## src/rtl/blink_rate_select.sv

```systemverilog
// -----------------------------------------------------------------------------
// blink_rate_select
//
// Picks one of four free-running blink square waves and drives it onto a single
// registered LED output. A push-button is synchronized and debounced. Each
// debounced press (a 0 -> 1 change of the debounced level) steps the selection
// 10 Hz -> 5 Hz -> 2 Hz -> 1 Hz -> OFF -> 10 Hz. Release has no effect.
//
// Parameters
//   g_DEBOUNCE_LIMIT : consecutive synchronized cycles the switch must differ
//                      from its debounced level before the new level is
//                      accepted (1 .. 2^32-1).
//
// Ports
//   i_Clk        in   1  system clock, rising edge
//   i_Rst_L      in   1  asynchronous assert, active-low reset
//   i_Switch_1   in   1  raw push-button, asynchronous and bouncy, 1 = pressed
//   i_Blink      in   4  blink inputs: bit0 10 Hz, bit1 5 Hz, bit2 2 Hz, bit3 1 Hz
//   o_LED        out  1  selected blink, registered
//   o_Sel        out  3  selector state (0 10 Hz, 1 5 Hz, 2 2 Hz, 3 1 Hz, 4 OFF);
//                        this is the FSM state register itself, so checkers can
//                        bind to it directly
//   o_Switch_Db  out  1  debounced switch level
// -----------------------------------------------------------------------------
module blink_rate_select #(
  parameter int unsigned g_DEBOUNCE_LIMIT = 250000
) (
  input  logic       i_Clk,
  input  logic       i_Rst_L,
  input  logic       i_Switch_1,
  input  logic [3:0] i_Blink,
  output logic       o_LED,
  output logic [2:0] o_Sel,
  output logic       o_Switch_Db
);

  localparam logic [2:0] S_10HZ = 3'd0;
  localparam logic [2:0] S_5HZ  = 3'd1;
  localparam logic [2:0] S_2HZ  = 3'd2;
  localparam logic [2:0] S_1HZ  = 3'd3;
  localparam logic [2:0] S_OFF  = 3'd4;

  // Terminal count of the debounce counter.
  localparam logic [31:0] c_CNT_LAST = 32'(g_DEBOUNCE_LIMIT - 1);

  logic        r_Meta;
  logic        r_Sync;
  logic [31:0] r_Cnt;
  logic        r_Db;
  logic        w_Accept;
  logic        w_Press;
  logic [2:0]  r_Sel;
  logic [2:0]  w_Sel_Next;
  logic        r_LED;

  // ---------------------------------------------------------------------------
  // Two-flop synchronizer. The first flop may go metastable, so nothing but the
  // second flop looks at it.
  // ---------------------------------------------------------------------------
  always_ff @(posedge i_Clk or negedge i_Rst_L) begin
    if (!i_Rst_L) begin
      r_Meta <= 1'b0;
      r_Sync <= 1'b0;
    end else begin
      r_Meta <= i_Switch_1;
      r_Sync <= r_Meta;
    end
  end

  // ---------------------------------------------------------------------------
  // Debouncer. The counter only runs while the synchronized input disagrees
  // with the accepted level; one cycle of agreement restarts it. It is cleared
  // when it reaches the terminal count, so it can never wrap.
  // ---------------------------------------------------------------------------
  assign w_Accept = (r_Sync != r_Db) && (r_Cnt == c_CNT_LAST);

  always_ff @(posedge i_Clk or negedge i_Rst_L) begin
    if (!i_Rst_L) begin
      r_Cnt <= '0;
      r_Db  <= 1'b0;
    end else if (r_Sync == r_Db) begin
      r_Cnt <= '0;
    end else if (w_Accept) begin
      r_Db  <= r_Sync;
      r_Cnt <= '0;
    end else begin
      r_Cnt <= r_Cnt + 32'd1;
    end
  end

  // A press is the cycle in which the debounced level is about to go 0 -> 1,
  // so the selector advances on the same edge that r_Db rises.
  assign w_Press = w_Accept && r_Sync;

  // ---------------------------------------------------------------------------
  // Selector FSM.
  // ---------------------------------------------------------------------------
  always_comb begin
    w_Sel_Next = r_Sel;
    if (w_Press) begin
      case (r_Sel)
        S_10HZ:  w_Sel_Next = S_5HZ;
        S_5HZ:   w_Sel_Next = S_2HZ;
        S_2HZ:   w_Sel_Next = S_1HZ;
        S_1HZ:   w_Sel_Next = S_OFF;
        S_OFF:   w_Sel_Next = S_10HZ;
        default: w_Sel_Next = S_10HZ;
      endcase
    end
  end

  always_ff @(posedge i_Clk or negedge i_Rst_L) begin
    if (!i_Rst_L) begin
      r_Sel <= S_10HZ;
    end else begin
      r_Sel <= w_Sel_Next;
    end
  end

  // ---------------------------------------------------------------------------
  // LED register. Indexed by the registered selection, so a new selection
  // reaches the LED one edge after o_Sel changes.
  // ---------------------------------------------------------------------------
  always_ff @(posedge i_Clk or negedge i_Rst_L) begin
    if (!i_Rst_L) begin
      r_LED <= 1'b0;
    end else if (r_Sel == S_OFF) begin
      r_LED <= 1'b0;
    end else begin
      r_LED <= i_Blink[r_Sel[1:0]];
    end
  end

  assign o_LED       = r_LED;
  assign o_Sel       = r_Sel;
  assign o_Switch_Db = r_Db;

endmodule
```

## config.mk

```make
export PLATFORM = sky130hd
export DESIGN_NAME = blink_rate_select
export DESIGN_NICKNAME = d
export VERILOG_FILES = /design/src/rtl/blink_rate_select.sv
export SDC_FILE = /design/constraint.sdc
export NUM_CORES = 1
export LEC_CHECK = 0
export ABC_AREA = 1
export CAP_MARGIN = 20
export CORE_ASPECT_RATIO = 0.75
export CORE_UTILIZATION = 64
export CTS_CLUSTER_SIZE = 30
export DETAILED_ROUTE_END_ITERATION = 8
export PLACE_DENSITY = 0.84
export SETUP_SLACK_MARGIN = 0.1
export SYNTH_ARGS = -nofsm -noshare
export SYNTH_HDL_FRONTEND = slang
export SYNTH_SLANG_ARGS = --single-unit
```

## constraint.sdc

```tcl
create_clock -name i_Clk -period 2.1 [get_ports i_Clk]
set_input_delay 0.63 -clock i_Clk [delete_from_list [all_inputs] [get_ports i_Clk]]
set_output_delay 0.63 -clock i_Clk [all_outputs]
set_load 0.01 [all_outputs]
```

==> impl_metrics.env <==
export IMPL_fmax_mhz=517
export IMPL_grt_max_degree=21
export IMPL_area_growth_pct=12.7
export IMPL_yosys_area_top_type="dfrtp_1"
export IMPL_synth_cells=346
export IMPL_cts_sink_count=39
export IMPL_portBuffers=11
export IMPL_cts_setup_buffers=0
export IMPL_die_area_um2=3990
export IMPL_num_rows=18
export IMPL_grt_pass1_vias=1949
export IMPL_ant_nets=0
export IMPL_clk_pin_slew_ns=0.08
export IMPL_hold_buffers=0
export IMPL_boundaryPins=12
export IMPL_clockRootBuffer="clkbuf_8"
export IMPL_synth_commonest_cells="nand2_1, nor2_1, inv_1, dfrtp_1, nand3_1"
export IMPL_critical_path_class="flop to output port"
export IMPL_drv_cap=0
export IMPL_ctsLongestPathBuffers=2
export IMPL_hold_path_class="primary input to async pin"
export IMPL_ir_worst_vdd_v=0.000482
export IMPL_wl_um=5260
export IMPL_gp_congestion=0.899
export IMPL_drc=0
export IMPL_synth_edff_count=0
export IMPL_cts_tree="built"
export IMPL_cp_cell_sequence="clkdlybuf4s50_1"
export IMPL_cp_top_family="buffers and inverters"
export IMPL_grt_antenna_before_repair=0
export IMPL_yosysMostFrequentCell="nand2_1"
export IMPL_ys_ff_latch=39
export IMPL_nets=372
export IMPL_synthesis_area_um2=2390
export IMPL_cp_num_buf_inv=1
export IMPL_status="finished clean"
export IMPL_drt_iter0_markers=224
export IMPL_hpwl_um=3970
export IMPL_dp_slack_ns=0.483
export IMPL_ys_seq_area_share_pct=40.8
export IMPL_die_h_um=54.9
export IMPL_hold_slack_ns=0.271
export IMPL_finClkSkew_ns=0.00557
export IMPL_routedWlPerCell_um=12.7
export IMPL_synth_nets=354
export IMPL_critPathSlowestCell="clkdlybuf4s50_1"
export IMPL_layout_setup_ws_ns=0.164
export IMPL_cts_resized=0
export IMPL_num_fill_cells=261
export IMPL_met1_usage_pct=42.3
export IMPL_finalCriticalPeriod_ns=1.94
export IMPL_crit_fanout=6
export IMPL_synth_distinct_cells=23
export IMPL_avgSynthCellArea_um2=6.91
export IMPL_grt_use_met3_pct=5.80
export IMPL_grt_usage_pct=30.9
export IMPL_ys_warn_count=0
export IMPL_cpPeakStageDelay_ns=0.57
export IMPL_async_reset_ff_share_pct=100
export IMPL_vias=2154
export IMPL_rsz0062_at_grt="false"
export IMPL_start_util_pct=69.8
export IMPL_antenna_cells=0
export IMPL_core_um2=3420
export IMPL_hold_viol=0
export IMPL_period_share_pct=92.2
export IMPL_setup_viol=0
export IMPL_top_usage_layer="met2"
export IMPL_worst_slew_pin_slew_ns=0.474
export IMPL_ys_flop_type="dfrtp_1"
export IMPL_setup_tns_ns=0
export IMPL_relSlewSlack_pct=68.4
export IMPL_critPathLaunchType="flop"
export IMPL_numCtsBuffers=5
export IMPL_synth_area_leaders="dfrtp_1, nand2_1, nor2_1, inv_1, nand3_1"
export IMPL_leakagePower_nw=1.17
export IMPL_clkLatencyLatePin_ns=0.30
export IMPL_powerDensity_nw_per_um2=551
export IMPL_cp_required_ns=1.47
export IMPL_dieWidth_um=72.6
export IMPL_htree_num_levels=2
export IMPL_grt_ovfl_total=0
export IMPL_report_final_slew_viol_count=0
export IMPL_dr_pass1_iters=5
export IMPL_use_met2_pct=48.8
export IMPL_post_drt_via_cell_ratio=5.19
export IMPL_yosysTopAreaCellShare_pct=40.8
export IMPL_end_kind="output port"
export IMPL_grt_pass1_wl_um=8890
export IMPL_drive_gt1_share_pct=9.32
export IMPL_worstPathArrival_ns=1.31
==> worst paths after layout <==
kind,slack (ns),to,cells after the start,start
worst max-delay path,0.16,o_Sel[2],1,o_Sel[2]$_DFFE_PN0P_
worst min register to register,0.36,r_Sync$_DFF_PN0_,0,r_Meta$_DFF_PN0_
worst min-delay path,0.27,r_Cnt[14]$_DFF_PN0_,1,i_Rst_L
max in group asynchronous,1.36,r_Cnt[11]$_DFF_PN0_,2,i_Rst_L
worst max register to register,0.51,r_Cnt[17]$_DFF_PN0_,8,r_Cnt[30]$_DFF_PN0_
min in group i_Clk,0.36,r_Sync$_DFF_PN0_,0,r_Meta$_DFF_PN0_
==> routing by layer <==
| layer | wire [µm] | vias to the layer above |
|---|---|---|
| li1 | - | 1092 |
| met3 | 418 | 12 |
| met2 | 2280 | 93 |
| met4 | 103 | 0 |
| met5 | 0 | - |
| met1 | 2460 | 957 |
==> power breakdown <==
part	total (mW)	switching (mW)	internal (mW)
clock	0.660	0.276	0.384
sequential	0.764	0.00566	0.758
combinational	0.0592	0.0364	0.0228
==> cells in the final DEF (no fill, tap or decap), types with 4 or more instances in the layout <==
cell type	n
nor2_1	76
nand4_1	4
nand3b_1	5
nor2_2	6
nor2_4	7
clkbuf_8	6
a21oi_1	4
clkdlybuf4s50_1	10
xor2_1	8
nand3_1	20
nand2_1	111
inv_1	41
xnor2_1	7
nand2_2	7
dfrtp_1	39
==> area by class of cell <==
cell class / count / area [µm²] / area share (%)
sequential: 39 / 976 / 36.2
multi-input combinational: 263 / 1250 / 46.3
timing repair buffer: 13 / 133 / 4.93
clock buffer: 6 / 82.6 / 3.07
tap: 50 / 62.6 / 2.32
inverter: 42 / 158 / 5.86
clock inverter: 2 / 35.0 / 1.30
==> worst register-to-register path, delay by kind of cell, from the launching register on <==
family / cells / cell delay [ns]
and+or+nand+nor: 8 / 1.06
DFF: 1 / 0.42
==> flip-flops by register name, summed over array words and instances, names as in the netlist <==
signal,flops
r_Cnt,32
o_Switch_Db,1
r_Meta,1
o_LED,1
o_Sel,3
r_Sync,1
==> per-stage QoR <==
stage	power [mW]	area [µm²]	util, %	cells
global placement	0.838	2570	75.2	407
finish	1.48	2690	78.7	415
floorplan	0.801	2390	-	346
global route	1.53	2690	78.7	415
CTS	1.48	2690	78.7	415
detailed placement	0.839	2570	75.2	407
==> logic make-up after synthesis <==
family                   Yosys count  synth area share (%)
AND/OR/NAND/NOR                  241                  44.6
buffers and inverters             44                  7.02
flip-flops                        39                  40.8
XOR/XNOR                          15                  5.50
AO/OA/AOI/OAI                      6                  1.52
adder cells (fa/ha/maj)            1                 0.523
(Power assumes the default switching activity.)
